--- src/rtl/benes_route_cfg_loader.sv ---
// benes_route_cfg_loader: collects Benes switch-select words into a shadow bank and commits
// them atomically to the active bank once the network pipeline has drained.
module benes_route_cfg_loader #(
    parameter int STAGE_NUM     = 9,
    parameter int SWITCH_NUM    = 16,
    parameter int COMMAND_WIDTH = 8,
    parameter int FSIZE         = 64,
    parameter int CMD_LOAD      = 100,
    parameter int CMD_COMMIT    = 101,
    parameter int CMD_CLEAR     = 102
) (
    input  logic                            clk,
    input  logic                            rst,
    input  logic                            i_cmd_valid,
    input  logic [COMMAND_WIDTH-1:0]        i_cmd_command,
    input  logic [FSIZE-1:0]                i_cmd_data0,
    input  logic [FSIZE-1:0]                i_cmd_data1,
    output logic                            o_cmd_ready,
    input  logic                            i_net_idle,
    output logic [STAGE_NUM*SWITCH_NUM-1:0] o_module_select,
    output logic [STAGE_NUM*SWITCH_NUM-1:0] o_slot_select,
    output logic                            o_commit_done,
    output logic                            o_cfg_error,
    output logic                            o_shadow_full
);
    typedef enum logic {IDLE, WAIT_IDLE} state_t;
    state_t state_q, state_d;
    logic [SWITCH_NUM-1:0] sh_q [2][STAGE_NUM];
    logic [SWITCH_NUM-1:0] sh_d [2][STAGE_NUM];
    logic [SWITCH_NUM-1:0] act_q [2][STAGE_NUM];
    logic [SWITCH_NUM-1:0] act_d [2][STAGE_NUM];
    logic [1:0][STAGE_NUM-1:0] mask_q, mask_d;
    logic ready_q, ready_d, done_q, done_d, err_q, err_d, full_q, full_d;
    logic [3:0] idx;
    logic net, accept, unused_bits;
    assign idx = i_cmd_data0[3:0];
    assign net = i_cmd_data0[4];
    assign accept = i_cmd_valid & ready_q;
    assign unused_bits = ^{i_cmd_data0[FSIZE-1:5], i_cmd_data1[FSIZE-1:SWITCH_NUM]};
    always_comb begin
        state_d = state_q;
        sh_d    = sh_q;
        act_d   = act_q;
        mask_d  = mask_q;
        err_d   = err_q;
        done_d  = 1'b0;
        if (state_q == IDLE) begin
            if (accept && i_cmd_command == COMMAND_WIDTH'(CMD_LOAD)) begin
                if (idx < 4'(STAGE_NUM)) begin
                    sh_d[net][idx]   = i_cmd_data1[SWITCH_NUM-1:0];
                    mask_d[net][idx] = 1'b1;
                end else begin
                    err_d = 1'b1;
                end
            end else if (accept && i_cmd_command == COMMAND_WIDTH'(CMD_COMMIT)) begin
                state_d = full_q ? WAIT_IDLE : IDLE;
                err_d   = err_q | ~full_q;
            end else if (accept && i_cmd_command == COMMAND_WIDTH'(CMD_CLEAR)) begin
                sh_d   = '{default: '0};
                mask_d = '0;
                err_d  = 1'b0;
            end
        end else if (i_net_idle) begin
            // shadow is kept so a later commit can reuse it once every word is rewritten
            act_d   = sh_q;
            mask_d  = '0;
            done_d  = 1'b1;
            state_d = IDLE;
        end
        ready_d = state_d == IDLE;
        full_d  = &mask_d;
    end
    always_ff @(posedge clk) begin
        if (rst) begin
            state_q <= IDLE;
            sh_q    <= '{default: '0};
            act_q   <= '{default: '0};
            mask_q  <= '0;
            ready_q <= 1'b0;
            done_q  <= 1'b0;
            err_q   <= 1'b0;
            full_q  <= 1'b0;
        end else begin
            state_q <= state_d;
            sh_q    <= sh_d;
            act_q   <= act_d;
            mask_q  <= mask_d;
            ready_q <= ready_d;
            done_q  <= done_d;
            err_q   <= err_d;
            full_q  <= full_d;
        end
    end
    for (genvar s = 0; s < STAGE_NUM; s++) begin : g_out
        assign o_module_select[s*SWITCH_NUM +: SWITCH_NUM] = act_q[0][s];
        assign o_slot_select[s*SWITCH_NUM +: SWITCH_NUM]   = act_q[1][s];
    end
    assign o_cmd_ready   = ready_q;
    assign o_commit_done = done_q;
    assign o_cfg_error   = err_q;
    assign o_shadow_full = full_q;
endmodule

--- config.mk ---
export PLATFORM = sky130hd
export DESIGN_NAME = benes_route_cfg_loader
export DESIGN_NICKNAME = d
export VERILOG_FILES = /design/src/rtl/benes_route_cfg_loader.sv
export SDC_FILE = /design/constraint.sdc
export NUM_CORES = 1
export LEC_CHECK = 0
export BUFFER_PORTS_ARGS = -buffer_cell sky130_fd_sc_hd__buf_2
export CORE_MARGIN = 3
export CORE_UTILIZATION = 40
export DETAILED_ROUTE_END_ITERATION = 8
export PLACE_DENSITY_LB_ADDON = 0.3
export SETUP_SLACK_MARGIN = 0.3
export SYNTH_ARGS = -nofsm -noshare
export SYNTH_HDL_FRONTEND = slang
export SYNTH_SLANG_ARGS = --single-unit
--- constraint.sdc ---
create_clock -name clk -period 3.19 [get_ports clk]
set_input_delay 0.638 -clock clk [delete_from_list [all_inputs] [get_ports clk]]
set_output_delay 0.638 -clock clk [all_outputs]
set_load 0.01 [all_outputs]
==> flow_metrics.tcl, run 1 <==
set metrics [dict create \
    wl_per_cell_um 19.1 \
    vias_per_cell 5.37 \
    fill_cells 4745 \
    yosys_warnings 0 \
    grt_pass1_vias 16700 \
    setup_tns_ns 0 \
    top_layer "met4" \
    critical_path_class "primary input to flip-flop" \
    stdcell_count 3388 \
    synthDistinctLibCells 40 \
    ff_latch_area_um2 12000 \
    syn_nets 2528 \
    root_buffer "clkbuf_16" \
    dp_slack_ns 0.201 \
    met3_length_um 4710 \
    hold_viol 0 \
    worstPathRequired_ns 3.70 \
    setup_violations 0 \
    postSynthAreaPerCell_um2 8.64 \
    row_count 82 \
    htreeDepth 2 \
    wl_um 64800 \
    start_kind "primary input" \
    place_congestion 0.841 \
    cp_max_fo 8 \
    worstReg2RegEnd "sh_q[153]" \
    ios 432 \
    initial_core_util_pct 40.8 \
    clockBufferDepth 3 \
    nNetsFinal 2801 \
    port_buffers 324 \
    placed_cells 3270 \
    postCtsSetupBuffers 0 \
    postRouteAntennaNets 0 \
    multiInputGateArea_um2 7950 \
    static-leakage-power_nw 9.65 \
    die_area_um2 54400 \
    drt_iter0_drc 1676 \
    synth-seq-cells 599 \
    cts_tree "built" \
    design.core.area_um2 50600 \
    worstSetupEndpointType "flip-flop" \
    arrival_ns 2.96 \
    timing.final.ws_setup_ns 0.737 \
    holdCritPathClass "primary input to flip-flop" \
    status "finished clean" \
    post-route-util_pct 50.1 \
    die_h_um 233 \
    cts_sinks 599 \
    grt_max_degree 227 \
    clkTransAtPathRegs_ns 0.06 \
    rrSetupSlack_ns 0.86 \
    drive_above_1_share_pct 20.1 \
    cts_buffers 61 \
    worstMarginPinSlew_ns 1.17 \
    maxSlewViolCount 0 \
    gr-total-overflow 0 \
    synthCells 2388 \
    max_slew_margin_pct 22.0 \
    dpl.hpwl_um 41100 \
    finalInstanceArea_um2 25300 \
    syn_area_um2 20600 \
    hold_buffers 0 \
    max_cap_viol_count 0 \
    drt-met1-wl_um 27400 \
    seq_area_frac_synth_pct 58.1 \
    min_period_ns 2.45 \
    drc 0 \
    regToRegStartpoint "o_cmd_ready" \
    max_freq_mhz 408 \
    syn2layout_area_growth_pct 22.8 \
    rsz0062_at_grt "no" \
    grt_use_total_pct 22.7 \
    first_pass_iters 5 \
    min_to "state_q" \
    clock_latency_ns 0.61 \
    ir_worst_vdd_uv 389 \
    clock_skew_ns 0.0242 \
    fin_crit_sh_pct 76.9 \
    powerDensity_nw_per_um2 593 \
    grt_first_pass_wirelength_um 96600 \
    hold_depth 3 \
    cts_resized 0 \
    die_w_um 233 \
    place_area_um2 23300 \
    min_from "i_net_idle" \
    wl_met2_um 30400 \
    vias 18200 \
    r2r_cells 8 \
    antenna_found_initial 6 \
]
## per-stage QoR
| stage | total power [mW] | hold slack [ns] |
|---|---|---|
| floorplan | 7.80 | 0.419 |
| global placement | 7.89 | 0.437 |
| detailed placement | 7.90 | 0.438 |
| CTS | 15.2 | 0.368 |
| global route | 15.5 | 0.410 |
| finish | 15.0 | 0.414 |
## routing by layer
layer  global-route usage, %  vias to the layer above
li1                        -                     8628
met3                    3.32                      121
met1                    30.5                     8722
met2                    37.0                      711
met5                       0                        -
met4                    8.93                        0
## worst max-delay path, cell delays in order
cell and delay (ns):
buf_2 0.10, nor4bb_1 0.58, buf_4 0.27, and4_1 0.29
buf_4 0.18, a21oi_1 0.08, or4_1 0.54, nor4_1 0.26
## cells in the final DEF (no fill, tap or decap), types with 3 or more instances in the layout
cell type / netlist / routed
buf_12: 0 / 12
buf_4: 0 / 79
a21oi_1: 300 / 300
inv_1: 5 / 5
dfxtp_1: 599 / 599
nand2_1: 580 / 579
nor3b_4: 0 / 16
nor4_1: 4 / 3
bufinv_16: 0 / 6
clkbuf_16: 0 / 61
nor2b_1: 5 / 5
clkbuf_8: 0 / 14
a41oi_1: 4 / 4
nor3_2: 1 / 3
o21bai_1: 3 / 3
inv_6: 0 / 3
clkbuf_1: 168 / 14
nor2_2: 5 / 5
clkinv_2: 0 / 10
clkinvlp_4: 0 / 4
nand4_1: 3 / 3
diode_2: 0 / 5
buf_2: 29 / 323
nor2_1: 317 / 317
o211ai_1: 18 / 18
a22oi_1: 289 / 289
## cell families after synthesis
| kind of cell | count (synthesis) | synth area share (%) |
|---|---|---|
| mux | 2 | 0.0970 |
| simple gates | 958 | 18.9 |
| compound gates | 619 | 18.9 |
| buf+inv | 210 | 4.00 |
| flops | 599 | 58.1 |
## how the worst max path moves through the flow
stage                     slack (ns)  depth (start not counted)       endpoint        startpoint
after CTS                       0.84                          8  o_shadow_full  i_cmd_command[4]
after global placement          0.16                          8  o_shadow_full  i_cmd_command[4]
final                           0.74                          8  o_shadow_full  i_cmd_command[4]
after detailed placement        0.20                          8  o_shadow_full  i_cmd_command[4]
after floorplan                 0.69                          7  o_shadow_full    i_cmd_data0[4]
after global routing            0.69                          8  o_shadow_full  i_cmd_command[4]
## cell usage after synthesis (all sizes together)
cell type    n  share of area, %
nor3         6              0.22
or3          1             0.030
nor2b        5              0.15
nand4bb      1             0.055
nand4b       1             0.042
o21bai       3              0.11
dfxtp      599                58
nor2       322               5.9
nand4        3             0.091
o211ai      18              0.65
nand3        2             0.049
and4         1             0.042
inv          5             0.091
a41oi        4              0.17
nor3b       16              0.97
nor4b        2             0.085
a211o        1             0.042
nand2      580                11
and2         2             0.061
mux2i        2             0.097
a22oi      289                11
and4b        1             0.049
o32a         1             0.049
nor4bb       2             0.097
nand2b       2             0.061
o31a         1             0.042
or3b         2             0.085
a2bb2oi      1             0.042
or4b         2             0.097
o21ai        1             0.024
clkbuf     168               3.1
buf         37              0.85
nand3b       1             0.036
a21oi      300               7.3
nor4         4              0.12
or4          2             0.073
## cell type report
class | count | area share [%]
Antenna cell | 5 | 0.0494
Timing Repair Buffer | 415 | 9.73
Clock buffer | 89 | 6.99
Inverter | 5 | 0.0740
Clock inverter | 24 | 1.17
Sequential cell | 599 | 47.3
Multi-Input combinational cell | 1579 | 31.4
Tap cell | 672 | 3.32
## state kept, by name, summed over array words and instances, names as in the netlist
register	count
o_shadow_full	1
state_q	1
o_slot_select	144
sh_q	288
mask_q	18
o_commit_done	1
o_cmd_ready	1
o_module_select	144
o_cfg_error	1
## power breakdown
group          internal, mW  switching [mW]
logic                0.0524           0.199
clock network          4.33            2.96
registers              7.48        0.000976
total                  11.9            3.16
No activity file was read; power rests on OpenSTA's default activity.
==> run 2: changes to the inputs <==
Settings changed: ABC_AREA set to 1.
Clock period 3.19 ns to 2.25 ns, I/O delays scaled along.
==> flow_metrics.tcl, run 2 <==
set metrics [dict create \
    status "finished clean" \
    clock_skew_ns 0.0224 \
    worstSetupEndpointType "flip-flop" \
    drt_iter0_drc 1441 \
    cp_max_fo 8 \
    synthCells 2135 \
    place_congestion 0.833 \
    syn2layout_area_growth_pct 25.7 \
    maxSlewViolCount 0 \
    port_buffers 324 \
    synth.most_common_cell "nand2_1" \
    synth.area.top_cells "dfxtp_1 60%, a22o_1 13%, nand2_1 12%" \
    worstMarginPinSlew_ns 0.841 \
    ff_latch_area_um2 12000 \
    postSynthAreaPerCell_um2 9.41 \
    start_kind "flip-flop" \
    powerDensity_nw_per_um2 812 \
    synthDistinctLibCells 33 \
    min_period_ns 1.89 \
    die_w_um 230 \
    grt_use_total_pct 22.7 \
    syn_nets 2275 \
    clockBufferDepth 3 \
    mostFrequentLayoutCells "617 x nand2_1, 598 x dfxtp_1, 323 x buf_2" \
    antenna_found_initial 1 \
    multiInputGateArea_um2 7300 \
    row_count 81 \
    drive_above_1_share_pct 24.7 \
    critical_path_class "flip-flop to flip-flop" \
    yosysTopAreaCell "dfxtp_1" \
    wl_um 64000 \
    setup_violations 0 \
    synth-seq-cells 599 \
    synth_ff_type "dfxtp_1" \
    largest-register "sh_q" \
    power_mw 20.5 \
    htreeDepth 2 \
    largest_reg_flops 288 \
    clkTransAtPathRegs_ns 0.06 \
    antenna_cells 0 \
    async_flop_share_pct 0 \
    vias_per_cell 5.30 \
    fin_crit_sh_pct 84.2 \
    gr-total-overflow 0 \
    design.core.area_um2 49300 \
    fill_cells 4487 \
    hold_viol 0 \
    whs_ns 0.157 \
    syn_area_um2 20100 \
    cts_tree "built" \
    grt_pass1_vias 15700 \
    max_freq_mhz 528 \
    worstPathRequired_ns 2.78 \
    wl_per_cell_um 20.2 \
    grt_first_pass_wirelength_um 94500 \
    clock_latency_ns 0.62 \
    cts_sinks 599 \
    dpl.hpwl_um 39900 \
    nNetsFinal 2605 \
    synthTopCellsByCount "630 x nand2_1, 599 x dfxtp_1, 305 x a21oi_1, 288 x a22o_1, 81 x clkbuf_1" \
    vias 16800 \
    arrival_ns 2.42 \
    yosys_warnings 0 \
    grt_max_degree 160 \
    die_area_um2 52900 \
    rsz0062_at_grt "yes" \
    layout_commonest_cell "nand2_1" \
    ios 432 \
    static-leakage-power_nw 10.1 \
    max_slew_margin_pct 43.9 \
    ir_worst_vdd_uv 745 \
    holdCritPathClass "primary input to flip-flop" \
    initial_core_util_pct 40.8 \
    die_h_um 230 \
    drc 0 \
    seq_area_frac_synth_pct 59.7 \
    root_buffer "clkbuf_16" \
    timing.final.ws_setup_ns 0.356 \
    stdcell_count 3171 \
    placed_cells 3051 \
    synth_top_area_share_pct 59.7 \
    dp_slack_ns 0.0111 \
    first_pass_iters 6 \
    synth_edf_count 0 \
    postRouteAntennaNets 0 \
    cts_buffers 59 \
    setup_tns_ns 0 \
    max_cap_viol_count 0 \
]
## run 2: changes by cell type after synthesis, sizes merged, moves of 15 or more
cell | before | now
inv | 5 | 34
clkinv | 0 | 18
buf | 37 | 73
a22oi | 289 | 0
nor2 | 322 | 45
o211ai | 18 | 0
o21ai | 1 | 19
a22o | 0 | 288
nor3b | 16 | 1
nand3 | 2 | 28
nand2 | 580 | 635
clkbuf | 168 | 81
## run 2: through the flow
step / util [%] / cell area, um^2
finish: 51.3 / 25300
global route: 51.3 / 25300
CTS: 50.3 / 24800
detailed placement: 46.5 / 22900
global placement: 46.5 / 22900
floorplan: - / 20100
## run 2: repair_timing
action | CTS | global route
gates cloned | 0 | 5
setup buffers | 0 | 12
hold buffers | 0 | 0
resized for setup | 1 | 69
endpoints found under the setup margin | 3 | 285
pin swaps | 0 | 6
## run 2: worst max-delay path, stage by stage, from the launching register on
cell	delay [ns]
dfxtp_2	0.33
nand2_2	0.07
nor2_4	0.10
nand2_2	0.09
nor2_4	0.16
nand2_2	0.09
nand2_4	0.12
buf_6	0.11
clkbuf_16	0.15
nand3_4	0.09
inv_8	0.09
buf_12	0.16
nand2_1	0.09
a21oi_2	0.13
## run 2: area by class of cell
cell class              count  area share [%]
clock inverters            21           0.703
multi-input cells        1330            28.9
well taps                 664            3.29
flip-flops and latches    599            47.5
repair buffers            423            12.0
inverters                  52           0.936
clock buffers              82            6.70
## run 2: metal layers
metal	up-vias	track usage (%)	wire, um
li1	7939	-	-
met1	8116	30.9	27500
met2	662	36.6	30000
met3	93	5.10	5010
met4	2	5.81	1460
met5	-	0	13
## run 2: kinds of logic after synthesis
logic type	count (synthesis)	synth area share, %
AND/OR/NAND/NOR	713	14.2
AO/OA/AOI/OAI	617	21.1
flip-flops	599	59.7
buffers and inverters	206	4.97
## run 2: path summary, 6_finish.rpt
check,end,cells past startpoint,from,slack (ns)
min reg2reg,mask_q[7],2,mask_q[7],0.46
min,o_cfg_error,4,rst,0.16
max,sh_q[283],13,o_cmd_ready,0.36
max reg2reg,sh_q[283],13,o_cmd_ready,0.36
## run 2: report_power, final
part | total [mW] | internal (mW) | switching (mW)
clock network | 9.53 | 5.37 | 4.17
logic | 0.369 | 0.0779 | 0.291
registers | 10.6 | 10.6 | 0.000738
==> run 3: changes to the inputs <==
Settings changed: ABC_AREA 1 to 0.
Clock period 2.25 ns to 1.66 ns, I/O delays scaled along.
==> flow_metrics.tcl, run 3 (synthesis results as in run 1) <==
set metrics [dict create \
    worstSetupEndpointType "flip-flop" \
    clockBufferDepth 3 \
    drt_iter0_drc 1715 \
    vias_per_cell 5.42 \
    r2r_cells 6 \
    clock_skew_ns 0.0119 \
    design.core.area_um2 50600 \
    drive_above_1_share_pct 27.5 \
    hold_viol 0 \
    grt_max_degree 140 \
    cts_sinks 599 \
    regToRegStartpoint "o_cmd_ready" \
    die_w_um 233 \
    max_cap_viol_count 0 \
    cp_max_fo 4 \
    row_count 82 \
    vias 18800 \
    nNetsFinal 2878 \
    syn2layout_area_growth_pct 31.9 \
    worstPathRequired_ns 2.19 \
    static-leakage-power_nw 10.3 \
    htreeDepth 2 \
    worstReg2RegEnd "o_shadow_full" \
    min_from "rst" \
    ff_latch_area_um2 12000 \
    clkPwrFrac_pct 47.8 \
    root_buffer "clkbuf_16" \
    max_freq_mhz 503 \
    gr-total-overflow 0 \
    critical_path_class "flip-flop to flip-flop" \
    wl_per_cell_um 20.3 \
    stdcell_count 3463 \
    fill_cells 4611 \
    powerDensity_nw_per_um2 1060 \
    setup_violations 333 \
    holdCritPathClass "primary input to flip-flop" \
    swShare_pct 21.3 \
    wl_um 70200 \
    min_to "o_shadow_full" \
    rsz0062_at_grt "yes" \
    post-route-util_pct 53.8 \
    rrSetupSlack_ns -0.33 \
    p_seq_share_pct 50.0 \
    placed_cells 3327 \
    intPower_mw 22.6 \
    antenna_found_initial 7 \
    status "finished, violations left" \
    postRouteAntennaNets 0 \
    violations "negative setup slack" \
    arrival_ns 2.52 \
    largest-register "sh_q" \
    min_period_ns 1.99 \
    grt_first_pass_wirelength_um 103000 \
    first_pass_iters 5 \
    multiInputGateArea_um2 8760 \
    mostFrequentLayoutCells "598 x dfxtp_1, 578 x nand2_1, 323 x buf_2" \
    initial_core_util_pct 40.8 \
    drc 0 \
    ios 432 \
    clkTransAtPathRegs_ns 0.06 \
    clock_latency_ns 0.62 \
    port_buffers 324 \
    fin_crit_sh_pct 120 \
    cts_tree "built" \
    ir_worst_vdd_uv 758 \
    p_switching_mw 6.11 \
    hold_depth 4 \
    max_slew_margin_pct 55.3 \
    die_h_um 233 \
    place_congestion 0.862 \
    start_kind "flip-flop" \
    p_comb_share_pct 2.2 \
    maxSlewViolCount 0 \
    hold_buffers 0 \
    die_area_um2 54400 \
    grt_pass1_vias 17600 \
    grt_use_total_pct 24.1 \
    largest_reg_flops 288 \
    timing.final.ws_setup_ns -0.327 \
    layout_commonest_cell "dfxtp_1" \
    cts_buffers 61 \
    dpl.hpwl_um 44300 \
    worstMarginPinSlew_ns 0.670 \
]
## run 3: changes by cell type in the layout (fill, tap and decap cells not counted), moves of 15 or more
cell / previous run / this run
a21oi_2: 22 / 3
a22o_1: 288 / 0
a22oi_1: 0 / 166
a22oi_2: 0 / 123
buf_4: 43 / 80
buf_6: 8 / 49
inv_1: 31 / 5
nand2_1: 617 / 578
nand2_2: 15 / 0
nor2_1: 26 / 311
nor3b_4: 0 / 16
o211ai_1: 0 / 18
## run 3: cell type report
class / instances / share of cell area, %
multi-input cells: 1580 / 32.2
flip-flops and latches: 599 / 44.1
diodes: 4 / 0.0368
inverters: 5 / 0.0689
repair buffers: 491 / 13.1
clock inverters: 21 / 0.712
clock buffers: 91 / 6.77
well taps: 672 / 3.09
## run 3: timing repair
item                                    CTS  global route
gates resized for setup                  57           151
endpoints found under the setup margin  890           890
cloned                                    0            10
setup buffers                             4             6
pin swaps                                 5            29
## run 3: worst max path at each step
stage | startpoint | endpoint | slack, ns | depth (start not counted)
after floorplan | i_cmd_data0[4] | sh_q[208] | -0.39 | 8
after global placement | i_cmd_command[4] | sh_q[109] | -0.63 | 10
after detailed placement | i_cmd_command[4] | sh_q[93] | -0.63 | 10
after CTS | o_cmd_ready | o_shadow_full | -0.27 | 6
after global routing | o_cmd_ready | o_shadow_full | -0.38 | 6
final | o_cmd_ready | o_shadow_full | -0.33 | 6
## run 3: through the flow
step | setup WS (ns) | power [mW] | TNS, ns | area (um^2) | hold WS [ns]
6_report | -0.327 | 28.8 | -54.38 | 27200 | 0.176
5_1_grt | -0.377 | 29.6 | -100.81 | 27200 | 0.170
4_1_cts | -0.272 | 29.0 | -45.73 | 26300 | 0.118
3_5_place_dp | -0.627 | 15.3 | -151.09 | 24000 | 0.442
3_3_place_gp | -0.630 | 15.3 | -149.96 | 24000 | 0.428
2_1_floorplan | -0.390 | 15.1 | -57.35 | 21200 | 0.420
## run 3: critical path: stages, from the launching register on
cell and delay, ns:
dfxtp_2 0.36, and4b_2 0.31, and4_4 0.26, buf_6 0.12
a22oi_2 0.05, or4_4 0.54, nor4_2 0.26
## run 3: power groups by stage
| stage | Clock [mW] | Combinational (mW) | Sequential (mW) |
|---|---|---|---|
| after CTS | 14.0 | 0.609 | 14.4 |
| after global placement | 0 | 0.599 | 14.7 |
| after global routing | 14.6 | 0.665 | 14.4 |
| after detailed placement | 0 | 0.606 | 14.7 |
| after floorplan | 0 | 0.371 | 14.7 |
| final | 13.7 | 0.631 | 14.4 |
## run 3: metal layers
layer / vias up / global-route usage (%) / routed length (um)
li1: 8809 / - / -
met1: 9195 / 33.5 / 30600
met2: 656 / 37.7 / 32200
met3: 117 / 4.70 / 5420
met4: 6 / 8.04 / 2020
met5: - / 0 / 29
